### src/rtl/ram_stream_reader_if.sv
// ============================================================================
// Module   : ram_stream_reader_if
// Purpose  : Control, RAM-port and output-stream signals of ram_stream_reader.
// Revision : 1.0
// ============================================================================
`default_nettype none

interface ram_stream_reader_if #(
    parameter int WIDTH      = 12,
    parameter int DEPTH      = 8,
    parameter int ADDR_WIDTH = $clog2(DEPTH)
);
    logic                  start;
    logic [ADDR_WIDTH-1:0] startAddr;
    logic [ADDR_WIDTH:0]   count;
    logic                  busy;
    logic                  done;
    logic                  ramWrEn;
    logic [ADDR_WIDTH-1:0] ramAddr;
    logic [WIDTH-1:0]      ramDataOut;
    logic [WIDTH-1:0]      outData;
    logic                  outValid;
    logic                  outReady;
    logic                  outLast;

    modport master (
        input  start, startAddr, count, ramDataOut, outReady,
        output busy, done, ramWrEn, ramAddr, outData, outValid, outLast
    );

    modport slave (
        output start, startAddr, count, ramDataOut, outReady,
        input  busy, done, ramWrEn, ramAddr, outData, outValid, outLast
    );
endinterface

`default_nettype wire

### src/rtl/ram_stream_reader.sv
// ============================================================================
// Module   : ram_stream_reader
// Purpose  : Reads a contiguous RAM window and streams it out through a
//            2-entry buffer that hides the 1-cycle RAM read latency.
// Revision : 1.0
// ============================================================================
`default_nettype none

module ram_stream_reader #(
    parameter int WIDTH      = 12,
    parameter int DEPTH      = 8,
    parameter int ADDR_WIDTH = $clog2(DEPTH)
) (
    input  logic                clk,
    input  logic                rst,
    ram_stream_reader_if.master bus
);
    localparam logic [ADDR_WIDTH-1:0] c_last_addr = ADDR_WIDTH'(DEPTH - 1);

    typedef enum logic [1:0] {
        S_IDLE = 2'd0,
        S_RUN  = 2'd1,
        S_FIN  = 2'd2
    } state_t;

    state_t                r_state;
    logic                  r_busy;
    logic                  r_done;
    logic [ADDR_WIDTH-1:0] r_addr;
    logic [ADDR_WIDTH:0]   r_count;
    logic [ADDR_WIDTH:0]   r_issued;
    logic [ADDR_WIDTH:0]   r_accepted;
    logic                  r_inflight;
    logic [1:0]            r_occ;
    logic [WIDTH-1:0]      r_head;
    logic [WIDTH-1:0]      r_tail;

    logic                  w_valid;
    logic                  w_pop;
    logic                  w_push;
    logic                  w_last;
    logic                  w_issue;
    logic                  w_more;
    logic [2:0]            w_slots;
    logic [ADDR_WIDTH-1:0] w_addr_next;

    always_comb begin
        w_valid     = (r_occ != 2'd0);
        w_pop       = w_valid & bus.outReady;
        w_push      = r_inflight;
        w_last      = ((r_accepted + 1'b1) == r_count);
        w_slots     = {1'b0, r_occ} + {2'b00, r_inflight};
        // A word leaving this cycle frees a slot for a read issued this cycle
        w_issue     = (r_state == S_RUN) && (r_issued < r_count) &&
                      (w_slots < (3'd2 + {2'b00, w_pop}));
        w_more      = ((r_issued + 1'b1) < r_count);
        w_addr_next = (r_addr == c_last_addr) ? '0 : r_addr + 1'b1;
    end

    always_ff @(posedge clk) begin
        if (rst) begin
            r_state    <= S_IDLE;
            r_busy     <= 1'b0;
            r_done     <= 1'b0;
            r_addr     <= '0;
            r_count    <= '0;
            r_issued   <= '0;
            r_accepted <= '0;
            r_inflight <= 1'b0;
            r_occ      <= 2'd0;
            r_head     <= '0;
            r_tail     <= '0;
        end else begin
            r_done     <= 1'b0;
            r_inflight <= w_issue;

            case (r_state)
                S_IDLE: begin
                    if (bus.start) begin
                        r_count    <= bus.count;
                        r_issued   <= '0;
                        r_accepted <= '0;
                        if (bus.count == '0) begin
                            r_state <= S_FIN;
                            r_done  <= 1'b1;
                        end else begin
                            r_state <= S_RUN;
                            r_busy  <= 1'b1;
                            r_addr  <= bus.startAddr;
                        end
                    end
                end
                S_RUN: begin
                    // ramAddr is pre-loaded with the next address; it stops on the final one
                    if (w_issue) begin
                        r_issued <= r_issued + 1'b1;
                        if (w_more) begin
                            r_addr <= w_addr_next;
                        end
                    end
                    if (w_pop) begin
                        r_accepted <= r_accepted + 1'b1;
                        if (w_last) begin
                            r_state <= S_FIN;
                            r_busy  <= 1'b0;
                            r_done  <= 1'b1;
                        end
                    end
                end
                S_FIN: begin
                    r_state <= S_IDLE;
                end
                default: begin
                    r_state <= S_IDLE;
                end
            endcase

            if (w_push && ((r_occ == 2'd0) || ((r_occ == 2'd1) && w_pop))) begin
                r_head <= bus.ramDataOut;
            end else if (w_pop && (r_occ == 2'd2)) begin
                r_head <= r_tail;
            end
            if (w_push && (((r_occ == 2'd1) && !w_pop) || ((r_occ == 2'd2) && w_pop))) begin
                r_tail <= bus.ramDataOut;
            end
            r_occ <= r_occ + {1'b0, w_push} - {1'b0, w_pop};
        end
    end

    assign bus.ramWrEn  = 1'b0;
    assign bus.ramAddr  = r_addr;
    assign bus.outData  = r_head;
    assign bus.outValid = w_valid;
    assign bus.outLast  = w_valid & w_last;
    assign bus.busy     = r_busy;
    assign bus.done     = r_done;

endmodule

`default_nettype wire

### src/flat_wrapper.sv
// flat-port wrapper written by rule: the top's interface ports become plain ports
module ram_stream_reader_flat 
#(
    parameter int WIDTH      = 12,
    parameter int DEPTH      = 8,
    parameter int ADDR_WIDTH = $clog2(DEPTH)
)
  (clk, rst, bus_start, bus_startAddr, bus_count, bus_ramDataOut, bus_outReady, bus_busy, bus_done, bus_ramWrEn, bus_ramAddr, bus_outData, bus_outValid, bus_outLast);
  ram_stream_reader_if #(.WIDTH(WIDTH), .DEPTH(DEPTH), .ADDR_WIDTH(ADDR_WIDTH)) bus_i ();
  input  logic clk;
  input  logic rst;
  input wire logic [$bits(bus_i.start)-1:0] bus_start;
  input wire logic [$bits(bus_i.startAddr)-1:0] bus_startAddr;
  input wire logic [$bits(bus_i.count)-1:0] bus_count;
  input wire logic [$bits(bus_i.ramDataOut)-1:0] bus_ramDataOut;
  input wire logic [$bits(bus_i.outReady)-1:0] bus_outReady;
  output wire logic [$bits(bus_i.busy)-1:0] bus_busy;
  output wire logic [$bits(bus_i.done)-1:0] bus_done;
  output wire logic [$bits(bus_i.ramWrEn)-1:0] bus_ramWrEn;
  output wire logic [$bits(bus_i.ramAddr)-1:0] bus_ramAddr;
  output wire logic [$bits(bus_i.outData)-1:0] bus_outData;
  output wire logic [$bits(bus_i.outValid)-1:0] bus_outValid;
  output wire logic [$bits(bus_i.outLast)-1:0] bus_outLast;
  assign bus_i.start = bus_start;
  assign bus_i.startAddr = bus_startAddr;
  assign bus_i.count = bus_count;
  assign bus_i.ramDataOut = bus_ramDataOut;
  assign bus_i.outReady = bus_outReady;
  assign bus_busy = bus_i.busy;
  assign bus_done = bus_i.done;
  assign bus_ramWrEn = bus_i.ramWrEn;
  assign bus_ramAddr = bus_i.ramAddr;
  assign bus_outData = bus_i.outData;
  assign bus_outValid = bus_i.outValid;
  assign bus_outLast = bus_i.outLast;
  ram_stream_reader #(.WIDTH(WIDTH), .DEPTH(DEPTH), .ADDR_WIDTH(ADDR_WIDTH)) u_core (.clk(clk), .rst(rst), .bus(bus_i));
endmodule
### config.mk
export PLATFORM = sky130hd
export DESIGN_NAME = ram_stream_reader_flat
export DESIGN_NICKNAME = d
export VERILOG_FILES = /design/src/rtl/ram_stream_reader_if.sv /design/src/rtl/ram_stream_reader.sv /design/src/flat_wrapper.sv
export SDC_FILE = /design/constraint.sdc
export NUM_CORES = 1
export LEC_CHECK = 0
export ABC_AREA = 1
export CAP_MARGIN = 0
export CORE_ASPECT_RATIO = 2
export CORE_MARGIN = 2
export CORE_UTILIZATION = 52
export DETAILED_ROUTE_END_ITERATION = 12
export PLACE_DENSITY = 0.79
export SLEW_MARGIN = 40
export SYNTH_ARGS = -nofsm -noshare
export SYNTH_HDL_FRONTEND = slang
export SYNTH_SLANG_ARGS = --single-unit
### constraint.sdc
create_clock -name clk -period 1.98 [get_ports clk]
set_clock_uncertainty 0.1 [all_clocks]
set_input_delay 0.396 -clock clk [delete_from_list [all_inputs] [get_ports clk]]
set_output_delay 0.396 -clock clk [all_outputs]
set_load 0.02 [all_outputs]
Word level (Yosys, flattened, before mapping)
Index checks and enable logic that the tools add are counted.

storage, ports and cells
  register bits = 46
  input bits = 23

cells by class
  add/sub/neg operators = 7
  magnitude comparators = 3
  equality and inequality tests = 11
  mux-type cells = 28
  bitwise gates (word level) = 2
  reduce and logical (&&, ||, !) cells = 22

operator list
  cell                                            count
  two-way mux 12 bit                              2
  one-hot mux 4 bit (2 select lines)              2
  two-way mux 3 bit                               5
  two-way mux 4 bit                               3
  AND reduction 5 bit                             2
  AND reduction 3 bit                             3
  adder 4 x 1 -> 4 bit (second input constant)    2
  less-than comparator 4 bit                      2
  two-way mux 1 bit                               8
  two-way mux 2 bit                               4
  != test 2 x 1 -> 1 bit (second input constant)  4
  logical AND 1 bit                               7
  one-hot mux 3 bit (2 select lines)              1
  nonzero test 2 bit                              3
  == test 2 x 1 -> 1 bit (second input constant)  2
  == test 4 bit                                   1
  zero test 2 bit                                 2
  zero test 4 bit                                 1
  != test 2 bit (second input constant)           2
  one-hot mux 1 bit (2 select lines)              2
  one-hot mux 2 bit (2 select lines)              1
  adder 2 x 1 -> 3 bit                            1
  adder 2 x 1 -> 3 bit (first input constant)     1
  adder 3 x 1 -> 3 bit (second input constant)    1
  9 further kinds                                 11

Logic depth before layout (Yosys ltp)
Gate-level depths: netlist (run 1).

  depth in word-level cells = 7
  depth in mapped cells = 12
  depth with buffers taken out = 12

Worst setup path before layout (run 1)
Ideal clock, no wire load.

  path type = register to register
  from = register u_core.r_issued[2]
  to = register u_core.r_addr[0], in the netlist u_core.bus.ramAddr[0]
  library setup time = 0.132 ns
  arrival time = 1.586 ns
  slack = 0.161 ns
  stages on the path, launching flop included = 11
  buffers on the path = 0
  cell sequence = dfxtp_1 -> nand3_1 -> xor2_1 -> inv_1 -> ha_1 -> a21oi_1 -> o21ai_0 -> a21oi_1 -> nand2_1 -> nand2_1 -> a21oi_1

on the way
  longest elaborated chain between the ends = 5

ends and longest elaborated chain
  element                                                       line                     source
  from (decl)                                                   ram_stream_reader.sv:31  logic [ADDR_WIDTH:0] r_issued;
  from (signal assigned)                                        ram_stream_reader.sv:96  r_issued <= r_issued + 1'b1;
  branches (longest 4 deep; another with adder 4 x 1 -> 4 bit)  --
  AND reduction 5 bit (no source line) *                        --
  to (signal assigned)                                          ram_stream_reader.sv:89  r_addr <= bus.startAddr;
  to (signal assigned)                                          ram_stream_reader.sv:98  r_addr <= w_addr_next;
  to (decl)                                                     ram_stream_reader.sv:29  logic [ADDR_WIDTH-1:0] r_addr;

Mark *: on every way between the ends.
A chain may end at the register's enable or synchronous reset.

Worst setup path after layout (run 1)
  from = register u_core.r_accepted[1]
  to = output port bus_outLast

on the way
  longest elaborated chain between the ends = 3

ends and longest elaborated chain
  element                 line                      source
  from (decl)             ram_stream_reader.sv:32   logic [ADDR_WIDTH:0] r_accepted;
  from (signal assigned)  ram_stream_reader.sv:102  r_accepted <= r_accepted + 1'b1;
  adder 4 x 1 -> 4 bit    ram_stream_reader.sv:51   w_last = ((r_accepted + 1'b1) == r_count);
  == test 4 bit           ram_stream_reader.sv:51
  bitwise AND 1 bit       ram_stream_reader.sv:134  assign bus.outLast = w_valid & w_last;
  to (decl)               flat_wrapper.sv:23        output wire logic [$bits(bus_i.outLast)-1:0] bus_outLast;

Every way passes these cells.

==> metrics.txt, run 1 <==
initial DRC count=30; CP Class=flop to primary output; Distinct cells, synth=27; Warnings, synthesis=0; area grow syn2layout=36.9%; WL final=6.10 mm; fillers=362; syn avg cell area=between 7 and 8 um^2; vias per inst=5.38; TritonCTS clock tree=yes; setup TNS=-0.0870 ns; power per cell area=814 nW/um^2; Critical Path Slowest Stage Cell=dfxtp_2; Metal-1 WL=2.22 mm; Worst EP arrival=1.57 ns; CTS clock-pin slew for the worst setup and hold paths=0.08 ns; # DRC=0; die height=between 90 and 100 um; total power=approximately 2.6 mW; I/O Buffers=41; CTS sink cnt=46; DR pass1 iterations=5; Hold Path Class=flop to flop; hpwl dp=4.32 mm; I/O Pins=43; Initial Util=between 50% and 60%; Met2 Wirelength=3.42 mm; failing checks=negative setup slack; Area contributors post-synth=dfxtp_1 (40%), nand2_1 (9.0%), a21oi_1 (8.2%); diodes inserted=0; unrepaired setup endpoints after global routing=yes; Routed Antenna Nets=0; dominant cell type by area after synthesis=dfxtp_1; worst endpoint required time=approximately 1.5 ns; max_cap viols=0; sequential cell area fraction in the yosys report=between 30% and 40%; DR WL/cell=about 14 um; Core ar.=~4300 um^2; LEAKAGE=around 1.4 nW; Slew Viols, Final=0; CTS Buffer Depth=2; vias in the first global route=between 2000 and 2500; die area=5070 um^2; largest net degree at the start of global routing=30; CTS root buf=clkbuf_8; Final Cycle Share=104%; final-report setup violation count=1; crit path cell chain=ha_4, nand2_2, inv_2, o21ai_2, nor2_2, nand2_1, nor2_1, buf_4; Seq cells post-synth=46; placer congestion estimate=0.908; status=finished, violations left; top cell type's share of synthesized area=39.5%; DR top layer=met4; CP bufs+invs=2; total CTS buffers=5; minimum clock period=2.07 ns; total nets after synthesis=360; Skew-Pair Late Insertion Delay=roughly 0.3 ns; VDD IR max=0.617 mV; CP endpoint kind=primary output; crit-path leading delay family=simple AND/OR/NAND/NOR gates; Mapped Cells=323; fmax=484 MHz; Crit Path Max Fanout=3; Die Wd=between 50 and 60 um; final setup margin=-0.0870 ns; GRT overflow=0; H-Tree Depth=2; share of cells above drive strength 1=19.5%; initial antenna violation count=0; All-Layer GR Usage=24.1%; fin nets=427; final hold viol count=0; Worst path max stage delay=0.35 ns; first-pass GRT wire length=9.52 mm; row count=34; met3 WL=225 um; post-synth design cell area=about 2300 um^2; crit path launch type=flop; routed vias=2389
cell usage in the layout, fill, tap and decap left out, types with 4 or more instances in the layout:
| master | n |
|---|---|
| nand2_2 | 7 |
| inv_1 | 46 |
| ha_1 | 11 |
| o21ai_0 | 25 |
| dfxtp_1 | 39 |
| a21oi_1 | 36 |
| o211ai_1 | 8 |
| clkbuf_8 | 5 |
| buf_4 | 31 |
| clkdlybuf4s50_1 | 40 |
| dfxtp_2 | 5 |
| nor2_1 | 19 |
| nand3_1 | 24 |
| nor2_2 | 4 |
| nand2_1 | 51 |
| inv_2 | 5 |
metal layers:
layer	vias to the layer above	GRT usage, %
met1	1122	23.6
met5	-	0
li1	1176	-
met3	21	2.88
met4	0	11.5
met2	70	47.0
logic make-up after synthesis:
logic type      Yosys count  share of synthesized area, %
simple gates            112                          20.8
xor+xnor                  3                          1.13
compound gates           82                          19.4
buf+inv                  65                          11.5
flops                    46                          39.5
other cells               1                         0.161
fa+ha+maj                14                          7.51
what timing repair did:
item / in CTS / in global routing
gates resized for setup: 14 / 23
pin swaps: 4 / 8
hold buffers: 0 / 0
setup endpoints to repair: 5 / 5
buffers inserted: 2 / 2
flip-flops by register name, summed over array words and instances (netlist names):
name / count
u_core.r_state: 2
u_core.r_tail: 12
u_core.bus.ramAddr: 3
u_core.r_inflight: 1
u_core.bus.busy: 1
u_core.bus.done: 1
u_core.r_issued: 4
u_core.r_count: 4
u_core.r_occ: 2
u_core.bus.outData: 12
u_core.r_accepted: 4
cells in the mapped netlist, drive strengths merged:
cell,count
inv,51
bufinv,1
buf,6
nor2,25
a211oi,2
a21oi,39
conb,1
o31ai,2
clkbuf,7
nand2,59
a21boi,1
xor2,3
ha,14
o21ai,29
dfxtp,46
nand4,2
nand3,26
a31oi,1
o211ai,8
worst paths after layout:
path                            cells after the start                 start                     to  slack (ns)
worst max-delay path                                8  u_core.r_accepted[1]            bus_outLast       -0.09
worst min-delay path                                2      u_core.r_tail[4]       u_core.r_tail[4]        0.35
worst max register to register                     10    u_core.r_issued[0]  u_core.bus.ramAddr[1]        0.12
worst min register to register                      2      u_core.r_tail[4]       u_core.r_tail[4]        0.35
through the flow:
stage	instances	hold slack, ns	cell area, um^2	setup slack, ns	util [%]
floorplan	323	0.325	2330	0.161	-
global placement	433	0.331	2990	-0.206	68.8
detailed placement	433	0.340	2990	-0.285	68.8
CTS	442	0.353	3100	-0.0318	71.4
global route	444	0.371	3190	-0.131	73.6
finish	444	0.351	3190	-0.0870	73.6
cell type report:
cell class,instances,area [um^2],share of cell area (%)
clock buffer,7,76.3,2.39
inverter,52,209,6.55
tap,54,67.6,2.12
timing repair buffer,73,673,21.1
sequential,46,935,29.3
multi-input combinational,212,1230,38.6
power breakdown:
| part | switching (mW) | total, mW | internal [mW] |
|---|---|---|---|
| clock network | 0.300 | 0.544 | 0.244 |
| registers | 0.0860 | 1.10 | 1.01 |
| logic | 0.516 | 0.953 | 0.437 |
worst reg2reg max path, cell delays in order (launching register included):
cell and delay, ns:
dfxtp_4 0.39, nand3_2 0.09, xor2_1 0.17, inv_1 0.12, ha_4 0.21, a21oi_1 0.11
o21ai_1 0.11, a21oi_2 0.24, nand2_2 0.11, nand2_1 0.07, a21oi_1 0.05
(Power assumes the default switching activity.)
==> run 2: changes to the inputs <==
- CTS_CLUSTER_DIAMETER: unset -> 50
==> results of run 2 <==
The final DEF is identical to that of run 1; final timing and power are the same.
